[config.mk]
export PLATFORM = sky130hd
export DESIGN_NAME = uart_cmd_master
export DESIGN_NICKNAME = d
export VERILOG_FILES = /design/src/rtl/uart_cmd_master.sv
export SDC_FILE = /design/constraint.sdc
export NUM_CORES = 1
export LEC_CHECK = 0
export BUFFER_PORTS_ARGS = -buffer_cell sky130_fd_sc_hd__buf_2
export CORE_MARGIN = 1
export CORE_UTILIZATION = 57
export CTS_BUF_LIST = sky130_fd_sc_hd__clkbuf_8
export DETAILED_ROUTE_END_ITERATION = 7
export PLACE_DENSITY = 0.82
export SLEW_MARGIN = 40
export SYNTH_ARGS = -nofsm -noshare
export SYNTH_HDL_FRONTEND = slang
export SYNTH_SLANG_ARGS = --single-unit
[constraint.sdc]
create_clock -name CLK -period 2.8 [get_ports CLK]
set_input_delay 0.56 -clock CLK [delete_from_list [all_inputs] [get_ports CLK]]
set_output_delay 0.56 -clock CLK [all_outputs]
set_load 0.01 [all_outputs]
[src/rtl/uart_cmd_master.sv]
// rtl/uart_cmd_master.sv - host-side UART command initiator: frames a command, collects the response.
module uart_cmd_master #(
  parameter int DATA_WIDTH     = 8,
  parameter int ADDR_WIDTH     = 4,
  parameter int FUN_WIDTH      = 4,
  parameter int TIMEOUT_CYCLES = 65535,
  parameter int CNT_WIDTH      = 16
) (
  input  logic                    CLK,
  input  logic                    RST,
  input  logic                    cmd_valid,
  output logic                    cmd_ready,
  input  logic [1:0]              cmd_type,
  input  logic [ADDR_WIDTH-1:0]   cmd_addr,
  input  logic [DATA_WIDTH-1:0]   cmd_data,
  input  logic [DATA_WIDTH-1:0]   cmd_op_a,
  input  logic [DATA_WIDTH-1:0]   cmd_op_b,
  input  logic [FUN_WIDTH-1:0]    cmd_fun,
  output logic [DATA_WIDTH-1:0]   tx_data,
  output logic                    tx_valid,
  input  logic                    tx_ready,
  input  logic [DATA_WIDTH-1:0]   rx_data,
  input  logic                    rx_valid,
  output logic [2*DATA_WIDTH-1:0] rsp_data,
  output logic                    rsp_valid,
  output logic                    rsp_err,
  output logic                    rx_unexp
);

  typedef enum logic [1:0] {IDLE, SEND, WAIT_RSP, DONE} state_t;

  localparam logic [1:0] T_WR  = 2'd0;
  localparam logic [1:0] T_RD  = 2'd1;
  localparam logic [1:0] T_OP  = 2'd2;
  localparam logic [1:0] T_NOP = 2'd3;

  localparam logic [DATA_WIDTH-1:0] HDR_WR  = DATA_WIDTH'(8'hAA);
  localparam logic [DATA_WIDTH-1:0] HDR_RD  = DATA_WIDTH'(8'hBB);
  localparam logic [DATA_WIDTH-1:0] HDR_OP  = DATA_WIDTH'(8'hCC);
  localparam logic [DATA_WIDTH-1:0] HDR_NOP = DATA_WIDTH'(8'hDD);

  localparam logic [CNT_WIDTH-1:0] TO_LAST = CNT_WIDTH'(TIMEOUT_CYCLES - 1);

  state_t                  state_q;
  logic [DATA_WIDTH-1:0]   frame_q [4];
  logic [DATA_WIDTH-1:0]   frame_d [4];
  logic [1:0]              last_idx_q, last_idx_d;
  logic [1:0]              n_rsp_q, n_rsp_d;
  logic [1:0]              byte_idx_q;
  logic [1:0]              rx_cnt_q;
  logic [CNT_WIDTH-1:0]    cnt_q;
  logic                    cmd_ready_q;
  logic [DATA_WIDTH-1:0]   tx_data_q;
  logic                    tx_valid_q;
  logic [2*DATA_WIDTH-1:0] rsp_data_q;
  logic                    rsp_valid_q;
  logic                    rsp_err_q;
  logic                    rx_unexp_q;
  logic [1:0]              next_idx;

  assign cmd_ready = cmd_ready_q;
  assign tx_data   = tx_data_q;
  assign tx_valid  = tx_valid_q;
  assign rsp_data  = rsp_data_q;
  assign rsp_valid = rsp_valid_q;
  assign rsp_err   = rsp_err_q;
  assign rx_unexp  = rx_unexp_q;
  assign next_idx  = byte_idx_q + 2'd1;

  // Frame image and response length derived from the live command inputs; captured on accept.
  always_comb begin
    frame_d[0] = '0;
    frame_d[1] = '0;
    frame_d[2] = '0;
    frame_d[3] = '0;
    last_idx_d = 2'd0;
    n_rsp_d    = 2'd0;
    case (cmd_type)
      T_WR: begin
        frame_d[0] = HDR_WR;
        frame_d[1] = DATA_WIDTH'(cmd_addr);
        frame_d[2] = cmd_data;
        last_idx_d = 2'd2;
        n_rsp_d    = 2'd0;
      end
      T_RD: begin
        frame_d[0] = HDR_RD;
        frame_d[1] = DATA_WIDTH'(cmd_addr);
        last_idx_d = 2'd1;
        n_rsp_d    = 2'd1;
      end
      T_OP: begin
        frame_d[0] = HDR_OP;
        frame_d[1] = cmd_op_a;
        frame_d[2] = cmd_op_b;
        frame_d[3] = DATA_WIDTH'(cmd_fun);
        last_idx_d = 2'd3;
        n_rsp_d    = 2'd2;
      end
      default: begin
        frame_d[0] = HDR_NOP;
        frame_d[1] = DATA_WIDTH'(cmd_fun);
        last_idx_d = 2'd1;
        n_rsp_d    = 2'd2;
      end
    endcase
  end

  always_ff @(posedge CLK) begin
    if (!RST) begin
      state_q     <= IDLE;
      frame_q[0]  <= '0;
      frame_q[1]  <= '0;
      frame_q[2]  <= '0;
      frame_q[3]  <= '0;
      last_idx_q  <= '0;
      n_rsp_q     <= '0;
      byte_idx_q  <= '0;
      rx_cnt_q    <= '0;
      cnt_q       <= '0;
      cmd_ready_q <= 1'b0;
      tx_data_q   <= '0;
      tx_valid_q  <= 1'b0;
      rsp_data_q  <= '0;
      rsp_valid_q <= 1'b0;
      rsp_err_q   <= 1'b0;
      rx_unexp_q  <= 1'b0;
    end else begin
      rsp_valid_q <= 1'b0;
      rsp_err_q   <= 1'b0;
      rx_unexp_q  <= rx_valid && (state_q != WAIT_RSP);
      case (state_q)
        IDLE: begin
          cmd_ready_q <= 1'b1;
          if (cmd_valid && cmd_ready_q) begin
            frame_q[0]  <= frame_d[0];
            frame_q[1]  <= frame_d[1];
            frame_q[2]  <= frame_d[2];
            frame_q[3]  <= frame_d[3];
            last_idx_q  <= last_idx_d;
            n_rsp_q     <= n_rsp_d;
            byte_idx_q  <= 2'd0;
            tx_data_q   <= frame_d[0];
            tx_valid_q  <= 1'b1;
            rsp_data_q  <= '0;
            cmd_ready_q <= 1'b0;
            state_q     <= SEND;
          end
        end
        SEND: begin
          if (tx_valid_q && tx_ready) begin
            if (byte_idx_q == last_idx_q) begin
              tx_valid_q <= 1'b0;
              if (n_rsp_q == 2'd0) begin
                rsp_data_q  <= '0;
                rsp_valid_q <= 1'b1;
                state_q     <= DONE;
              end else begin
                cnt_q    <= '0;
                rx_cnt_q <= 2'd0;
                state_q  <= WAIT_RSP;
              end
            end else begin
              byte_idx_q <= next_idx;
              tx_data_q  <= frame_q[next_idx];
            end
          end
        end
        WAIT_RSP: begin
          // A byte arriving on the expiry cycle takes priority over the timeout.
          if (rx_valid) begin
            cnt_q <= '0;
            if (rx_cnt_q == 2'd0) begin
              rsp_data_q[DATA_WIDTH-1:0] <= rx_data;
            end else begin
              rsp_data_q[2*DATA_WIDTH-1:DATA_WIDTH] <= rx_data;
            end
            if (rx_cnt_q + 2'd1 == n_rsp_q) begin
              rsp_valid_q <= 1'b1;
              state_q     <= DONE;
            end else begin
              rx_cnt_q <= rx_cnt_q + 2'd1;
            end
          end else if (cnt_q == TO_LAST) begin
            rsp_valid_q <= 1'b1;
            rsp_err_q   <= 1'b1;
            state_q     <= DONE;
          end else begin
            cnt_q <= cnt_q + 1'b1;
          end
        end
        DONE: begin
          cmd_ready_q <= 1'b1;
          state_q     <= IDLE;
        end
        default: begin
          state_q <= IDLE;
        end
      endcase
    end
  end

endmodule

==> metrics.txt <==
Placer Congestion 0.8687; Die X 85.05 um; R2R Path End cnt_q[3]; mapped cell area 3931 um^2; Cells after Synth 400; final hold viol count 0; Max IR drop VDD 0.6680 mV; setup_tns 0 ns; Ports 76; DP Area 4367 um^2; Congestion Overflow GR 0; final worst slack 0.4516 ns; Layout Cells excl Fill 553; Post-synth EDFFs 23; CP startpoint kind flop; commonest non-fill, non-tap cell in the layout buf_2; R2R cell count 7; CTS buffer count 9; first-pass GRT wire length 15.54 mm; PD cells 695.0 nW/um^2; Starting DRT DRC Count 270; worst path required time 3.08 ns; Post-Route Utilization 0.7045; Vias 3377; Max Slew Vio Count 0; CTS HTree Levels 3; WL met1 3.890 mm; worst-margin pin slew 0.6647 ns; initial antenna violation count 0; MaxCap Viol Count 0; top layer in use met4; cts repair resizes 0; leakage 1.905 nW; start of the worst register-to-register path state_q[1]; hold buffer count at cts 0; GRT Resource Usage Total 0.2725; CP startpoint state_q[1]; YS warnings 0; Placed Cells 537; synthesis-to-finish area growth 16.39%; met3 WL 473 um; post-route antenna net violation count 0; critical path fanouts, max 10; diode count 0; most frequent cells in the layout buf_2, dfxtp_1, nand2_1, mux2i_1; min cycle time layout 2.348 ns; # DRC 0; crit path capture cnt_q[3]; dominant synthesized flop cell dfxtp_1; Wirelength per Cell 16.69 um; CP Class flop to flop; Arrival @ worst endpoint 2.63 ns; Cell Rows 29; die area 7233 um^2; final wirelength 9.230 mm; top cells by area, synth dfxtp_1, edfxtp_1, mux2i_1; die height 85.05 um; layout cells sized above 1 0.2395; vias in the first global route 3353; Seq/Total Area, Yosys 0.4609; IO buf count 75; #FFs+latches synth 79; Worst Hold Class flop to flop; met2 wire length 4.656 mm; Final nets 526; Root Buffer clkbuf_8; Slew HR 0.5548; Synth area leader dfxtp_1; crit end category flop; R2R Setup Slk 0.45 ns; Clock Pin Slew Worst Setup and Hold Paths 0.08 ns; FMAX 425.8 MHz; Setup Skew 0.01267 ns; final setup vio count 0; core area 6495 um^2; largest net degree at the start of global routing 33; hpwl dp 6.534 mm; post-synth top area share 0.2852; RSZ-0062 raised after global routing false; CTS sink cnt 79; Initial Utilization 0.6053; setup repair bufs after CTS 0; post-route cell area 4576 um^2; clk_lat worst skew 0.35 ns; TritonRoute pass-1 iters 5; clk buf depth 2; Vias per Instance 6.107; Post-Syn Nets 455; CTS tree built; unique cell type count in the Yosys netlist 61; Synth async-reset ratio 0; pre-CTS worst setup slack 0.4966 ns; syn_area_per_cell 9.828 um^2; Final Cycle Share 0.8387; status finished clean
-- logic make-up after synthesis --
family / synth area share
mux: 0.09166
compound gates: 0.1776
fa+ha+maj: 0.02546
xor+xnor: 0.01528
simple gates: 0.1941
buf+inv: 0.03501
flops: 0.4609
-- power by group --
part           internal (mW)  switching [mW]  leakage (nW)
combinational          0.368           0.522          1.10
sequential              1.32          0.0931         0.696
clock                  0.442           0.433         0.107
-- how the worst min path moves through the flow --
stage,startpoint,to,slack [ns],depth (start not counted)
finish,rsp_data[14],rsp_data[14],0.46,2
global route,cmd_data[1],frame_q[2][1],0.49,2
CTS,rsp_data[14],rsp_data[14],0.46,2
detailed placement,rsp_data[14],rsp_data[14],0.45,2
global placement,rsp_data[12],rsp_data[12],0.45,2
floorplan,rx_cnt_q[1],rx_cnt_q[1],0.44,2
-- Yosys cell counts, drive strengths merged (3+ instances only) --
| cell | number |
|---|---|
| nor2 | 18 |
| nand2 | 45 |
| nor3 | 4 |
| o21a | 4 |
| a41oi | 3 |
| and2 | 13 |
| inv | 7 |
| o21ai | 26 |
| mux4 | 4 |
| buf | 4 |
| edfxtp | 23 |
| a31oi | 8 |
| a22o | 8 |
| nor3b | 3 |
| nand2b | 5 |
| xor2 | 3 |
| dfxtp | 56 |
| mux2i | 27 |
| and4 | 4 |
| o221a | 4 |
| ha | 8 |
| a21boi | 6 |
| a211oi | 6 |
| nand3 | 25 |
| a21oi | 8 |
| o31ai | 6 |
| nand4 | 9 |
| o211ai | 3 |
| and3 | 5 |
| clkbuf | 21 |
| xnor2 | 3 |
-- worst max-delay path, cell delays in order (launching register included) --
cell      delay (ns)
dfxtp_1         0.42
inv_1           0.11
ha_1            0.32
o2111a_1        0.21
a31oi_1         0.53
o21bai_1        0.37
o21ai_0         0.17
a21boi_1        0.13
-- routing by layer --
metal,track usage,vias up
li1,-,1642
met1,0.3493,1579
met2,0.4523,135
met3,0.04572,21
met4,0.1263,0
met5,0,-
-- through the flow --
step | hold WS (ns) | total power [mW]
6_report | 0.4613 | 3.180
5_1_grt | 0.4859 | 3.328
4_1_cts | 0.4626 | 3.174
3_5_place_dp | 0.4504 | 2.305
3_3_place_gp | 0.4456 | 2.275
2_1_floorplan | 0.4440 | 2.053
-- sequential cells by signal, indices dropped and copies added, names as in the netlist, 2 cells and up --
signal and flops:
state_q 2, byte_idx_q 2, rsp_data 16, frame_q 24, rx_cnt_q 2, tx_data 8, cnt_q 16, last_idx_q 2
n_rsp_q 2
-- cell type report --
| type | count | area (um^2) |
|---|---|---|
| clock buffers | 10 | 137.6 |
| flip-flops and latches | 79 | 1812 |
| clock inverters | 6 | 67.56 |
| repair buffers | 85 | 450.4 |
| well taps | 77 | 96.34 |
| multi-input cells | 289 | 1986 |
| inverters | 7 | 26.28 |
| fillers | 495 | 1919 |
Power figures use the tool's default switching activity.
